<file path="src/rtl/sa_ram_fifo_ctrl.sv">
// FIFO controller for an external 1R1W RAM whose ra_d/dout_r registers form a 2-stage read pipeline.
// Optional high-water mark register enabled by defining SA_RAM_FIFO_PEAK_EN.
module sa_ram_fifo_ctrl #(
  parameter int unsigned DEPTH = 80,
  parameter int unsigned WIDTH = 16,
  parameter int unsigned AW    = 7,
  parameter int unsigned CW    = 7
) (
  input  logic             clk,
  input  logic             rst,
  input  logic             wr_pvld,
  output logic             wr_prdy,
  input  logic [WIDTH-1:0] wr_pd,
  output logic             rd_pvld,
  input  logic             rd_prdy,
  output logic [WIDTH-1:0] rd_pd,
  output logic [CW-1:0]    count,
  output logic [CW-1:0]    peak,
  output logic [AW-1:0]    ram_wa,
  output logic             ram_we,
  output logic [WIDTH-1:0] ram_di,
  output logic [AW-1:0]    ram_ra,
  output logic             ram_re,
  output logic             ram_ore,
  input  logic [WIDTH-1:0] ram_dout
);

  logic [AW-1:0] wptr_q, wptr_d, rptr_q, rptr_d;
  logic [CW-1:0] count_q, count_d, avail;
  logic          s1_vld_q, s1_vld_d, s2_vld_q, s2_vld_d;
  logic          push, pop, adv1, adv2;

  // count only covers committed writes, so avail never issues an address still being written
  assign avail = count_q - CW'(s1_vld_q) - CW'(s2_vld_q);

  always_comb begin
    wr_prdy  = (count_q < CW'(DEPTH));
    push     = wr_pvld & wr_prdy;
    pop      = s2_vld_q & rd_prdy;
    adv2     = s1_vld_q & (~s2_vld_q | rd_prdy);
    adv1     = (avail != '0) & (~s1_vld_q | adv2);
    s1_vld_d = adv1 | (s1_vld_q & ~adv2);
    s2_vld_d = adv2 | (s2_vld_q & ~rd_prdy);
    wptr_d   = wptr_q;
    rptr_d   = rptr_q;
    count_d  = count_q;
    if (push) begin
      wptr_d = (wptr_q == AW'(DEPTH - 1)) ? '0 : wptr_q + AW'(1);
    end
    if (adv1) begin
      rptr_d = (rptr_q == AW'(DEPTH - 1)) ? '0 : rptr_q + AW'(1);
    end
    unique case ({push, pop})
      2'b10:   count_d = count_q + CW'(1);
      2'b01:   count_d = count_q - CW'(1);
      default: count_d = count_q;
    endcase
  end

  always_ff @(posedge clk) begin
    if (rst) begin
      wptr_q   <= '0;
      rptr_q   <= '0;
      count_q  <= '0;
      s1_vld_q <= 1'b0;
      s2_vld_q <= 1'b0;
    end else begin
      wptr_q   <= wptr_d;
      rptr_q   <= rptr_d;
      count_q  <= count_d;
      s1_vld_q <= s1_vld_d;
      s2_vld_q <= s2_vld_d;
    end
  end

  assign ram_we  = push;
  assign ram_wa  = wptr_q;
  assign ram_di  = wr_pd;
  assign ram_re  = adv1;
  assign ram_ra  = rptr_q;
  assign ram_ore = adv2;
  assign rd_pvld = s2_vld_q;
  assign rd_pd   = ram_dout;
  assign count   = count_q;

`ifdef SA_RAM_FIFO_PEAK_EN
  logic [CW-1:0] peak_q;

  always_ff @(posedge clk) begin
    if (rst) begin
      peak_q <= '0;
    end else if (count_q > peak_q) begin
      peak_q <= count_q;
    end
  end

  assign peak = peak_q;
`else
  assign peak = '0;
`endif

endmodule
</file>
<file path="config.mk">
export PLATFORM = sky130hd
export DESIGN_NAME = sa_ram_fifo_ctrl
export DESIGN_NICKNAME = d
export VERILOG_FILES = /design/src/rtl/sa_ram_fifo_ctrl.sv
export SDC_FILE = /design/constraint.sdc
export NUM_CORES = 1
export LEC_CHECK = 0
export BUFFER_PORTS_ARGS = -buffer_cell sky130_fd_sc_hd__buf_2
export CAP_MARGIN = 20
export CORE_AREA = 5 5 87 89
export CTS_CLUSTER_SIZE = 12
export DETAILED_ROUTE_END_ITERATION = 7
export DIE_AREA = 0 0 92 94
export PLACE_DENSITY = 0.54
export SLEW_MARGIN = 20
export SYNTH_ARGS = -nofsm -noshare
export SYNTH_HDL_FRONTEND = slang
export SYNTH_SLANG_ARGS = --single-unit
</file>
<file path="constraint.sdc">
create_clock -name clk -period 3.7 [get_ports clk]
set_clock_uncertainty 0.1 [all_clocks]
set_input_delay 0 -clock clk [delete_from_list [all_inputs] [get_ports clk]]
set_output_delay 0 -clock clk [all_outputs]
set_load 0.02 [all_outputs]
</file>
# == Word-level counts from Yosys, hierarchy flattened ==
# Cells that the tools add are included.
# word_totals
register_bits,23
in_bits,36
# op_classes
mux,3
eq_ne,4
n_lt_le_gt_ge,1
n_reduce_logical,2
n_bitwise,14
addsub,6
# op_table
cell,n
7-bit by 1-bit adder with 7-bit output (second input constant),3
7-bit equality test (second input constant),2
7-bit two-way mux,2
7-bit case mux with 2 select lines,1
7-bit by 1-bit subtractor with 7-bit output,2
7-bit less-than comparator (second input constant),1
7-bit nonzero test,1
7-bit by 1-bit subtractor with 7-bit output (second input constant),1
1-bit AND,6
1-bit NOT,4
1-bit bitwise OR,4
2-bit by 1-bit equality test with 1-bit output (second input constant),1
2-bit equality test (second input constant),1
2-bit nonzero test,1

# == Depth between registers and ports, before layout ==
# Gate-level depths: netlist of run 1.
# depth
depth_word,6
depth_mapped,11
depth_no_buf,11

# == Worst setup path before layout of run 1 ==
# No wires, ideal clock.
# synth_timing
path_kind,reg2reg
from,register count_q[4] (netlist: count[4])
to,register count_q[6] (netlist: count[6])
arrival_ns,3.045
n_path_buf,0
setup_ns,0.070
period_less_slack_ns,3.214
slack_ns,0.486
stages_incl_launch_ff,10
cell_sequence,dfxtp_1 -> o21ai_0 -> nand2_1 -> ha_1 -> ha_1 -> nor2b_1 -> o31a_1 -> or4_1 -> a31o_1 -> a21oi_1
# synth_between
elab_chain_cells,4
word_cells_on_any_way,8
cone_classes,add/sub (2); order compare (1); eq/ne (2); mux (1); bitwise (1); reduce/logical (1)
# synth_lines
element,line,rtl
"start, declared",29,"logic [CW-1:0] count_q, count_d, avail;"
"start signal, assigned",70,count_q <= count_d;
7-bit less-than comparator (*),37,wr_prdy = (count_q < CW'(DEPTH));
net wr_prdy,12,"output logic wr_prdy,"
1-bit AND (*),38,push = wr_pvld & wr_prdy;
2-bit by 1-bit equality test with 1-bit output or 2-bit equality test (tied branches),53,"unique case ({push, pop})"
7-bit case mux with 2 select lines or 2-bit nonzero test (tied branches),n/a,
# Mark *: on every way through the listed nets, which the timed path passes. The rest lies on a longest branch.
# A chain may end at the register's enable or synchronous reset.

# == Worst setup path after layout of run 1 ==
# layout_timing
from,register count_q[4] (netlist: count[4])
to,register count_q[6] (netlist: count[6])
# layout_between
elab_chain_cells,4
word_cells_on_any_way,8
cone_classes,add/sub (2); order compare (1); eq/ne (2); mux (1); bitwise (1); reduce/logical (1)
# layout_lines
element,line
7-bit less-than comparator,37
1-bit AND,38
2-bit by 1-bit equality test with 1-bit output or 2-bit equality test (tied branches),53
7-bit case mux with 2 select lines or 2-bit nonzero test (tied branches),n/a
# Parallel ways exist; a longest one is shown, timed or not.

==> run_results.csv, run 1 <==
group,metric,value,unit
floorplanning,io_pins,101,
sta,hold_viol,0,
power_and_ir_drop,ir_drop,0.1105,mV
worst_setup_path,path_cells,"o21ai_0 -> nand2_1 -> ha_1 -> ha_1 -> nor2b_1 -> o31a_1 -> or4_1 -> a31o_1 -> a21oi_1",
sta,min_period_over_period,81.95,%
finish,layout_commonest_cell,"dlygate4sd3_1",
clock_tree,postCtsSetupBuffers,0,
grt,grt_pass1_wl,5678,microns
sta,fin_crit,3.032,ns
sta,tns,0,ns
worst_setup_path,critPathArrivalTime,3.13,ns
clock_tree,cts_tree,"yes",
yosys,synthMuxAreaShare,1.773,%
power_and_ir_drop,power_leakage,0.0009050,uW
placement,hpwl,2633,microns
route,drc_errors,0,
yosys,ys_ff_latch,23,
finish,syn_to_final_growth,20.53,%
route,via_per_inst,4.416,
clock_tree,htree_levels,1,
hold_path,worstHoldPathType,"in2reg",
clock_tree,root_buffer,"clkbuf_8",
clock_tree,clk_pin_slew,0.09,ns
floorplanning,fp.coreArea,6681,sq um
worst_setup_path,timing.rr.start,"count[4]",
worst_setup_path,critPathMaxStageDelay,0.50,ns
hold_path,min_to,"count[4]",
worst_setup_path,critPathKind,"reg2reg",
power_and_ir_drop,p_sw_share,40.33,%
floorplanning,die_y,94,microns
clock_tree,insertion_delay,0.26,ns
finish,layout.nets,280,
sta,setup_viol,0,
hold_path,min_path_cells,2,
clock_tree,cts_buffers,3,
grt,antenna_found_initial,0,
status,status,"finished clean",
power_and_ir_drop,p_clk_share,17.8,%
yosys,yosysTopAreaCellShare,27.18,%
yosys,synth_cell_types,43,
worst_setup_path,critPathRequiredTime,3.80,ns
worst_setup_path,reg2reg_depth,9,
route,wl,3798,microns
yosys,synth_compound_area_share,13.22,%
floorplanning,dieArea,8648,sq um
power_and_ir_drop,p_seq_share,35.9,%
power_and_ir_drop,power.net_switching,353.9,uW
finish,layout-drive-gt1-share,17.39,%
yosys,synth_seq_area_share,27.18,%
finish,layout_common_cells,"dlygate4sd3_1, buf_2, dfxtp_1",
placement,globalplace.congestion,0.7905,
yosys,synth_edf_count,0,
sta,fin_hold_ws,0.02451,ns
worst_setup_path,cp-end-kind,"register",
yosys,synth_ff_type,"dfxtp_1",
grt,overflow,0,
hold_path,min_from,"rst",
yosys,synth_xor_area_share,7.164,%
flow_run,maxCapViolCount,0,
sta,rsz0062_at_grt,"no",
worst_setup_path,crit_top_cell,"ha_1",
placement,port_buffers,29,
worst_setup_path,crit_fanout,8,
power_and_ir_drop,p_comb_share,46.3,%
yosys,synth_top_family_by_area,"simple AND/OR/NAND/NOR gates",
yosys,synth_fa_ha_area_share,10.49,%
worst_setup_path,reg2reg_slack,0.67,ns
yosys,synth.cell_area,1694,sq um
yosys,netlist_instances,199,
yosys,synth.largest_area_cell,"dfxtp_1",
worst_setup_path,cpMaxStageDelayCell,"or4_1",
yosys,synthSimpleGateAreaFrac,20.16,%
yosys,synthTopCellsByArea,"dfxtp_1, buf_4, ha_1",
clock_tree,clock-sinks,23,
finish,diodes,0,
worst_setup_path,r2r-end,"count[6]",
power_and_ir_drop,power.density,429.8,nW/um^2
power_and_ir_drop,p_int,523.7,uW
route,first_pass_iters,4,
grt,grt_pass1_vias,1260,
sta,maxSlewViolCount,0,
route,postRouteAntennaNets,0,
yosys,async_reset_ff_share,0,%
route,wl_per_cell,12.25,microns
floorplanning,num_rows,30,
worst_setup_path,crit_buf_inv,0,
clock_tree,clockBufferDepth,2,
floorplanning,initial_core_util,25.36,%
worst_setup_path,path_delay_family,"compound AO/OA/AOI/OAI gates",
route,drtIter0Drc,55,
grt,grt_max_degree,20,
worst_setup_path,startpoint_type,"register",
grt,gr-usage-all-layers,7.896,%
floorplanning,chipWidth,92,microns
yosys,yosys_warnings,0,
finish,nFillCells,719,
sta,max_freq,329.8,MHz
route,via_count,1369,
yosys,avgSynthCellArea,8.513,sq um
-- per-stage QoR --
step           instance area, sq um  setup WS (ns)  util [%]  power, uW  instances
4_1_cts                        2042         0.6519     30.56      894.4        310
3_3_place_gp                   1657         0.6959     24.79      670.1        272
5_1_grt                        2042         0.4905     30.56      942.2        310
3_5_place_dp                   1657         0.6838     24.79      675.9        272
2_1_floorplan                  1717         0.4857         -      648.8        205
6_report                       2042         0.6678     30.56      877.6        310
-- what timing repair did --
| item | CTS | global route |
|---|---|---|
| hold buffers | 34 | 0 |
| endpoints found under the hold margin | 34 | 0 |
| resized for setup | 0 | 0 |
| setup endpoints to repair | 0 | 0 |
-- worst register-to-register path, cell delays in order (launching register included) --
cell     delay, ns
dfxtp_1       0.37
o21ai_0       0.37
nand2_1       0.16
ha_1          0.34
ha_1          0.35
nor2b_1       0.16
o31a_1        0.28
or4_1         0.50
a31o_1        0.22
a21oi_1       0.12
-- area by class of cell --
class | instances | area (sq um) | area share [%]
clock buffer | 4 | 45.04 | 2.206
inverter | 8 | 30.03 | 1.471
multi-input combinational | 132 | 920.9 | 45.10
tap | 80 | 100.1 | 4.902
sequential | 23 | 460.4 | 22.55
timing repair buffer | 63 | 485.5 | 23.77
-- cell families (layout without fill, tap and decap cells) --
logic type	count (synthesis)	after routing
AND/OR/NAND/NOR	61	61
buffers and inverters	50	75
AO/OA/AOI/OAI	35	35
flip-flops	23	23
adder cells (fa/ha/maj)	13	13
XOR/XNOR	13	13
multiplexers	3	3
other	1	7
-- sequential cells by signal, summed over array words and instances, names as in the netlist --
register,cells
count,7
ram_ra,7
ram_wa,7
rd_pvld,1
s1_vld_q,1
-- synth_stat cells, types with 3 or more instances --
| cell type | instances |
|---|---|
| buf_4 | 39 |
| nor2b_1 | 5 |
| a31o_1 | 3 |
| mux2i_1 | 3 |
| ha_1 | 11 |
| dfxtp_1 | 23 |
| nor3_1 | 3 |
| o21ai_0 | 6 |
| xnor2_1 | 5 |
| nor2_1 | 22 |
| nand2_1 | 11 |
| and3_1 | 3 |
| nand4_1 | 4 |
| xor2_1 | 7 |
| a21oi_1 | 13 |
| inv_1 | 8 |
-- power groups by stage --
stage	Sequential, uW	Clock [uW]	Combinational (uW)
floorplan	344	0	305
global placement	321	0	350
detailed placement	320	0	355
CTS	316	167	411
global route	321	177	445
finish	315	156	406
-- worst max path at each step --
stage	startpoint	to	slack, ns	cells past startpoint
after floorplan	count[4]	count[6]	0.49	9
after CTS	count[0]	ram_re	0.65	9
after detailed placement	count[4]	count[6]	0.68	9
after global placement	count[4]	count[6]	0.70	9
final	count[4]	count[6]	0.67	9
after global routing	count[4]	count[6]	0.49	9
-- per-layer routing --
metal	track usage, %	wire length, microns	vias up
li1	-	-	691
met3	2.003	298	0
met1	10.57	1718	620
met2	12.90	1781	58
met5	0	0	-
met4	1.485	0	0
(Power assumes the default switching activity.)
==> run 2: changes to the inputs <==
- ABC_AREA: not set -> 1
- CORE_AREA: 5 5 87 89 -> 5 5 92 94
- DIE_AREA: 0 0 92 94 -> 0 0 97 99
- PLACE_DENSITY: 0.54 -> 0.52
- clock period: 3.7 -> 2.8 ns (I/O delays scaled with it)
==> run_results.csv, run 2 <==
group,metric,value,unit
status,status,"finished clean",
clock_tree,cts_buffers,3,
placement,dp.cells,368,
yosys,synth_ff_type,"dfxtp_1",
route,via_count,1692,
flow_run,maxCapViolCount,0,
worst_setup_path,crit_top_cell,"inv_1",
yosys,netlist_instances,272,
finish,layout.nets,355,
grt,overflow,0,
floorplanning,chipWidth,97,microns
finish,layout_commonest_cell,"nand2_1",
yosys,synth_edf_count,0,
floorplanning,dieArea,9603,sq um
hold_path,worstHoldPathType,"in2reg",
yosys,yosysTopAreaCellShare,24.42,%
power_and_ir_drop,p_seq_share,34.7,%
finish,final_cells,407,
clock_tree,clockBufferDepth,2,
power_and_ir_drop,ir_drop,0.1871,mV
finish,layout-drive-gt1-share,18.69,%
worst_setup_path,path_cells,"inv_1 -> fa_1 -> inv_1 -> ha_1 -> nor2_4 -> ha_2 -> inv_1 -> nand2_1 -> nand2_2 -> nor2_4 -> nand2_2 -> o21ai_4 -> inv_1 -> buf_2",
floorplanning,die_y,99,microns
yosys,synth_seq_area_share,24.42,%
route,postRouteAntennaNets,0,
yosys,avgSynthCellArea,6.932,sq um
grt,grt_pass1_vias,1558,
finish,nFillCells,812,
grt,gr-usage-all-layers,8.934,%
yosys,async_reset_ff_share,0,%
grt,antenna_found_initial,0,
clock_tree,cts_tree,"yes",
worst_setup_path,cpMaxStageDelayCell,"fa_1",
worst_setup_path,startpoint_type,"register",
worst_setup_path,critPathKind,"reg2out",
power_and_ir_drop,p_int,677.3,uW
yosys,synth_cell_types,32,
route,via_per_inst,4.157,
power_and_ir_drop,p_sw_share,42.91,%
floorplanning,fp.coreArea,7567,sq um
power_and_ir_drop,p_comb_share,46.9,%
power_and_ir_drop,power_leakage,0.001119,uW
floorplanning,initial_core_util,24.92,%
clock_tree,insertion_delay,0.27,ns
clock_tree,clock-sinks,23,
sta,hold_viol,0,
sta,setup_viol,0,
clock_tree,clk_pin_slew,0.09,ns
power_and_ir_drop,power.density,520.4,nW/um^2
floorplanning,num_rows,32,
yosys,yosysMostFrequentCell,"nand2_1",
placement,hpwl,3191,microns
grt,grt_max_degree,17,
clock_tree,root_buffer,"clkbuf_8",
sta,maxSlewViolCount,0,
power_and_ir_drop,power.net_switching,509.1,uW
power_and_ir_drop,p_clk_share,18.3,%
yosys,synth.cell_area,1886,sq um
route,wl,4480,microns
placement,globalplace.congestion,0.7604,
route,drc_errors,0,
grt,grt_pass1_wl,7169,microns
sta,fin_crit,2.616,ns
route,drtIter0Drc,48,
yosys,synth.largest_area_cell,"dfxtp_1",
worst_setup_path,critPathMaxStageDelay,0.54,ns
clock_tree,htree_levels,1,
route,wl_per_cell,11.01,microns
floorplanning,io_pins,101,
sta,min_period_over_period,93.45,%
yosys,yosys_warnings,0,
sta,tns,0,ns
worst_setup_path,critPathRequiredTime,2.70,ns
finish,syn_to_final_growth,20.90,%
yosys,ys_ff_latch,23,
sta,max_freq,382.2,MHz
finish,diodes,0,
route,first_pass_iters,4,
worst_setup_path,crit_fanout,5,
yosys,netlist_top_cells_count,"nand2_1, buf_4, inv_1, dfxtp_1, a21oi_1",
worst_setup_path,cp-end-kind,"output pin",
finish,layout_common_cells,"nand2_1, inv_1, dlygate4sd3_1",
worst_setup_path,critPathArrivalTime,2.52,ns
yosys,synthTopCellsByArea,"dfxtp_1, buf_4, nand2_1",
placement,port_buffers,29,
-- run 2: path summary, 6_finish.rpt --
check	cells past startpoint	start	slack [ns]	endpoint
max reg2reg	15	count[0]	0.23	ram_ra[2]
min	2	rst	0.02	s1_vld_q
min reg2reg	1	count[0]	0.36	count[0]
max	14	count[0]	0.18	ram_re
-- run 2: metal layers --
layer  vias to the layer above  GRT usage (%)  share of wire [%]
li1                        879              -                  -
met1                       736          11.57                 46
met2                        73          14.33                 44
met3                         4          3.185                9.0
met4                         0          1.944               0.76
met5                         -              0                  0
-- run 2: worst max-delay path: cells and delay by family (launching register included) --
| kind | cells | cell delay [ns] |
|---|---|---|
| fa+ha+maj | 3 | 0.93 |
| buf+inv | 5 | 0.38 |
| simple gates | 5 | 0.41 |
| compound gates | 1 | 0.16 |
| flops | 1 | 0.37 |
-- run 2: final cells by class --
type,instances,area (sq um),share of cell area [%]
Inverter,43,161.4,7.080
Sequential cell,23,464.2,20.36
Clock buffer,4,45.04,1.976
Tap cell,102,127.6,5.598
Multi-Input combinational cell,171,988.4,43.36
Timing Repair Buffer,64,493.0,21.62
-- run 2: through the flow --
| step | hold slack (ns) | utilization [%] | setup slack (ns) | total power [uW] | instance area, sq um |
|---|---|---|---|---|---|
| floorplan | 0.01259 | - | 0.2477 | 854.1 | 1908 |
| global placement | -0.09986 | 24.85 | 0.3022 | 890.9 | 1881 |
| detailed placement | -0.09986 | 24.85 | 0.2152 | 897.9 | 1881 |
| CTS | 0.005093 | 30.04 | 0.09389 | 1206 | 2273 |
| global route | 0.02689 | 30.13 | -0.001911 | 1285 | 2280 |
| finish | 0.01644 | 30.13 | 0.1835 | 1186 | 2280 |
-- run 2: power groups by stage --
stage	Combinational, uW	Sequential, uW	Clock [uW]
5_1_grt	623	420	243
4_1_cts	561	412	232
2_1_floorplan	403	452	0
6_report	557	412	218
3_5_place_dp	478	420	0
3_3_place_gp	472	419	0
-- run 2: cells by family after synthesis --
kind of cell | after synthesis | share of synthesized area [%]
adder cells (fa/ha/maj) | 13 | 9.423
AO/OA/AOI/OAI | 34 | 10.29
XOR/XNOR | 6 | 2.787
flip-flops | 23 | 24.42
buffers and inverters | 84 | 24.49
other | 1 | 0.1989
AND/OR/NAND/NOR | 111 | 28.40
-- run 2: timing repair --
| action | 4_1_cts | 5_1_grt |
|---|---|---|
| hold buffers | 34 | 0 |
| endpoints found under the hold margin | 35 | 0 |
| pin swaps | 1 | 0 |
| gates resized for setup | 0 | 3 |
| buffers inserted | 1 | 0 |
| endpoints found under the setup margin | 1 | 8 |
==> run 3: changes to the inputs <==
- SETUP_SLACK_MARGIN: not set -> 0.4
==> run_results.csv, run 3 (synthesized netlist as in run 2, its figures left out) <==
group,metric,value,unit
route,first_pass_iters,4,
placement,port_buffers,29,
route,wl,4429,microns
clock_tree,htree_levels,1,
route,drc_errors,0,
route,via_per_inst,4.159,
route,postRouteAntennaNets,0,
sta,max_freq,410.2,MHz
sta,tns,0,ns
grt,overflow,0,
worst_setup_path,path_delay_family,"adder cells",
placement,pre_cts_slack,0.2551,ns
clock_tree,clock-sinks,23,
clock_tree,clk_pin_slew,0.09,ns
power_and_ir_drop,p_sw_share,42.62,%
finish,syn_to_final_growth,25.95,%
grt,grt_pass1_wl,7686,microns
finish,layout_commonest_cell,"nand2_1",
power_and_ir_drop,ir_drop,0.2198,mV
power_and_ir_drop,power_leakage,0.001152,uW
route,drtIter0Drc,40,
finish,layout.nets,358,
hold_path,worstHoldPathType,"in2reg",
sta,rsz0062_at_grt,"yes",
grt,met2_usage,16.67,%
worst_setup_path,critPathKind,"reg2out",
route,via_count,1705,
sta,fin_crit,2.438,ns
status,status,"finished clean",
placement,hpwl,3152,microns
grt,antenna_found_initial,0,
grt,top_usage_layer,"met2",
floorplanning,initial_core_util,24.92,%
worst_setup_path,reg2reg_depth,14,
worst_setup_path,critPathMaxStageDelay,0.56,ns
placement,globalplace.congestion,0.7661,
floorplanning,num_rows,32,
worst_setup_path,critPathArrivalTime,2.34,ns
clock_tree,clockBufferDepth,2,
power_and_ir_drop,p_comb_share,49.9,%
floorplanning,fp.coreArea,7567,sq um
worst_setup_path,crit_top_cell,"nand2_2",
sta,worst_slack,0.3621,ns
clock_tree,root_buffer,"clkbuf_8",
power_and_ir_drop,p_seq_share,33.2,%
sta,setup_viol,0,
floorplanning,die_y,99,microns
clock_tree,cts_tree,"yes",
finish,layout_common_cells,"nand2_1, inv_1, dlygate4sd3_1",
clock_tree,insertion_delay,0.26,ns
worst_setup_path,path_cells,"fa_1 -> inv_1 -> ha_2 -> nor2_4 -> ha_4 -> inv_2 -> nand2_2 -> nand2_2 -> nor2_4 -> nand2_2 -> o21ai_4 -> inv_2 -> buf_6",
worst_setup_path,cp.depth,13,
worst_setup_path,cp-end-kind,"output pin",
sta,maxSlewViolCount,0,
power_and_ir_drop,p_clk_share,17.0,%
flow_run,maxCapViolCount,0,
hold_path,min_path_cells,2,
worst_setup_path,crit_buf_inv,4,
grt,grt_max_degree,17,
finish,layout-drive-gt1-share,24.68,%
power_and_ir_drop,power.density,525.2,nW/um^2
sta,min_period_over_period,87.07,%
grt,use_met1,11.57,%
finish,utilization,31.38,%
worst_setup_path,crit_fanout,5,
sta,hold_viol,0,
floorplanning,chipWidth,97,microns
worst_setup_path,startpoint_type,"register",
power_and_ir_drop,power.net_switching,531.6,uW
grt,grt_use_met3,2.972,%
power_and_ir_drop,p_int,715.7,uW
grt,gr-usage-all-layers,9.363,%
route,wl_per_cell,10.80,microns
clock_tree,cts_buffers,3,
floorplanning,dieArea,9603,sq um
finish,diodes,0,
worst_setup_path,critPathRequiredTime,2.70,ns
floorplanning,io_pins,101,
grt,grt_pass1_vias,1737,
worst_setup_path,cpMaxStageDelayCell,"fa_1",
## run 3: cell types whose count changed in the layout (fill, tap and decap cells not counted), sizes merged
cell  delta
buf      +3
## run 3: path summary, 6_finish.rpt
kind	end	start	slack [ns]
setup / recovery	ram_re	rd_pvld	0.36
hold / removal	s1_vld_q	rst	0.04
setup reg to reg	ram_ra[4]	rd_pvld	0.39
hold reg to reg	ram_wa[6]	ram_wa[6]	0.39
## run 3: power groups by stage
stage / clock network (uW) / registers, uW / logic (uW)
after CTS: 223 / 412 / 599
final: 212 / 414 / 622
after floorplan: 0 / 453 / 405
after global routing: 239 / 424 / 698
after global placement: 0 / 420 / 477
after detailed placement: 0 / 420 / 483
## run 3: per-layer routing
metal  share of wire, %  wire, microns  up-vias
li1                   -              -      890
met1                 46           2042      750
met2                 47           2087       63
met3                6.5            287        2
met4               0.27             12        0
met5                  0              0        -
## run 3: repair_timing
item / 4_1_cts / 5_1_grt
resized for setup: 9 / 12
hold endpoints to repair: 35 / 0
hold buffers: 34 / 0
pin swaps: 5 / 2
setup endpoints to repair: 10 / 13
setup buffers: 3 / 1
## run 3: final cells by class
type	instances	area, sq um
multi-input combinational	171	1046
timing repair buffer	67	525.5
inverter	43	161.4
clock buffer	4	45.04
tap	102	127.6
fill	814	5192
sequential	23	469.2
## run 3: through the flow
step           total power, uW  std cells  hold WS, ns  instance area, sq um
6_report                  1247        410      0.03558                  2375
5_1_grt                   1362        410      0.05371                  2375
4_1_cts                   1234        409      0.01398                  2322
3_5_place_dp             903.1        368     -0.09986                  1888
3_3_place_gp             896.3        368     -0.09986                  1888
2_1_floorplan            857.9        278      0.01259                  1916
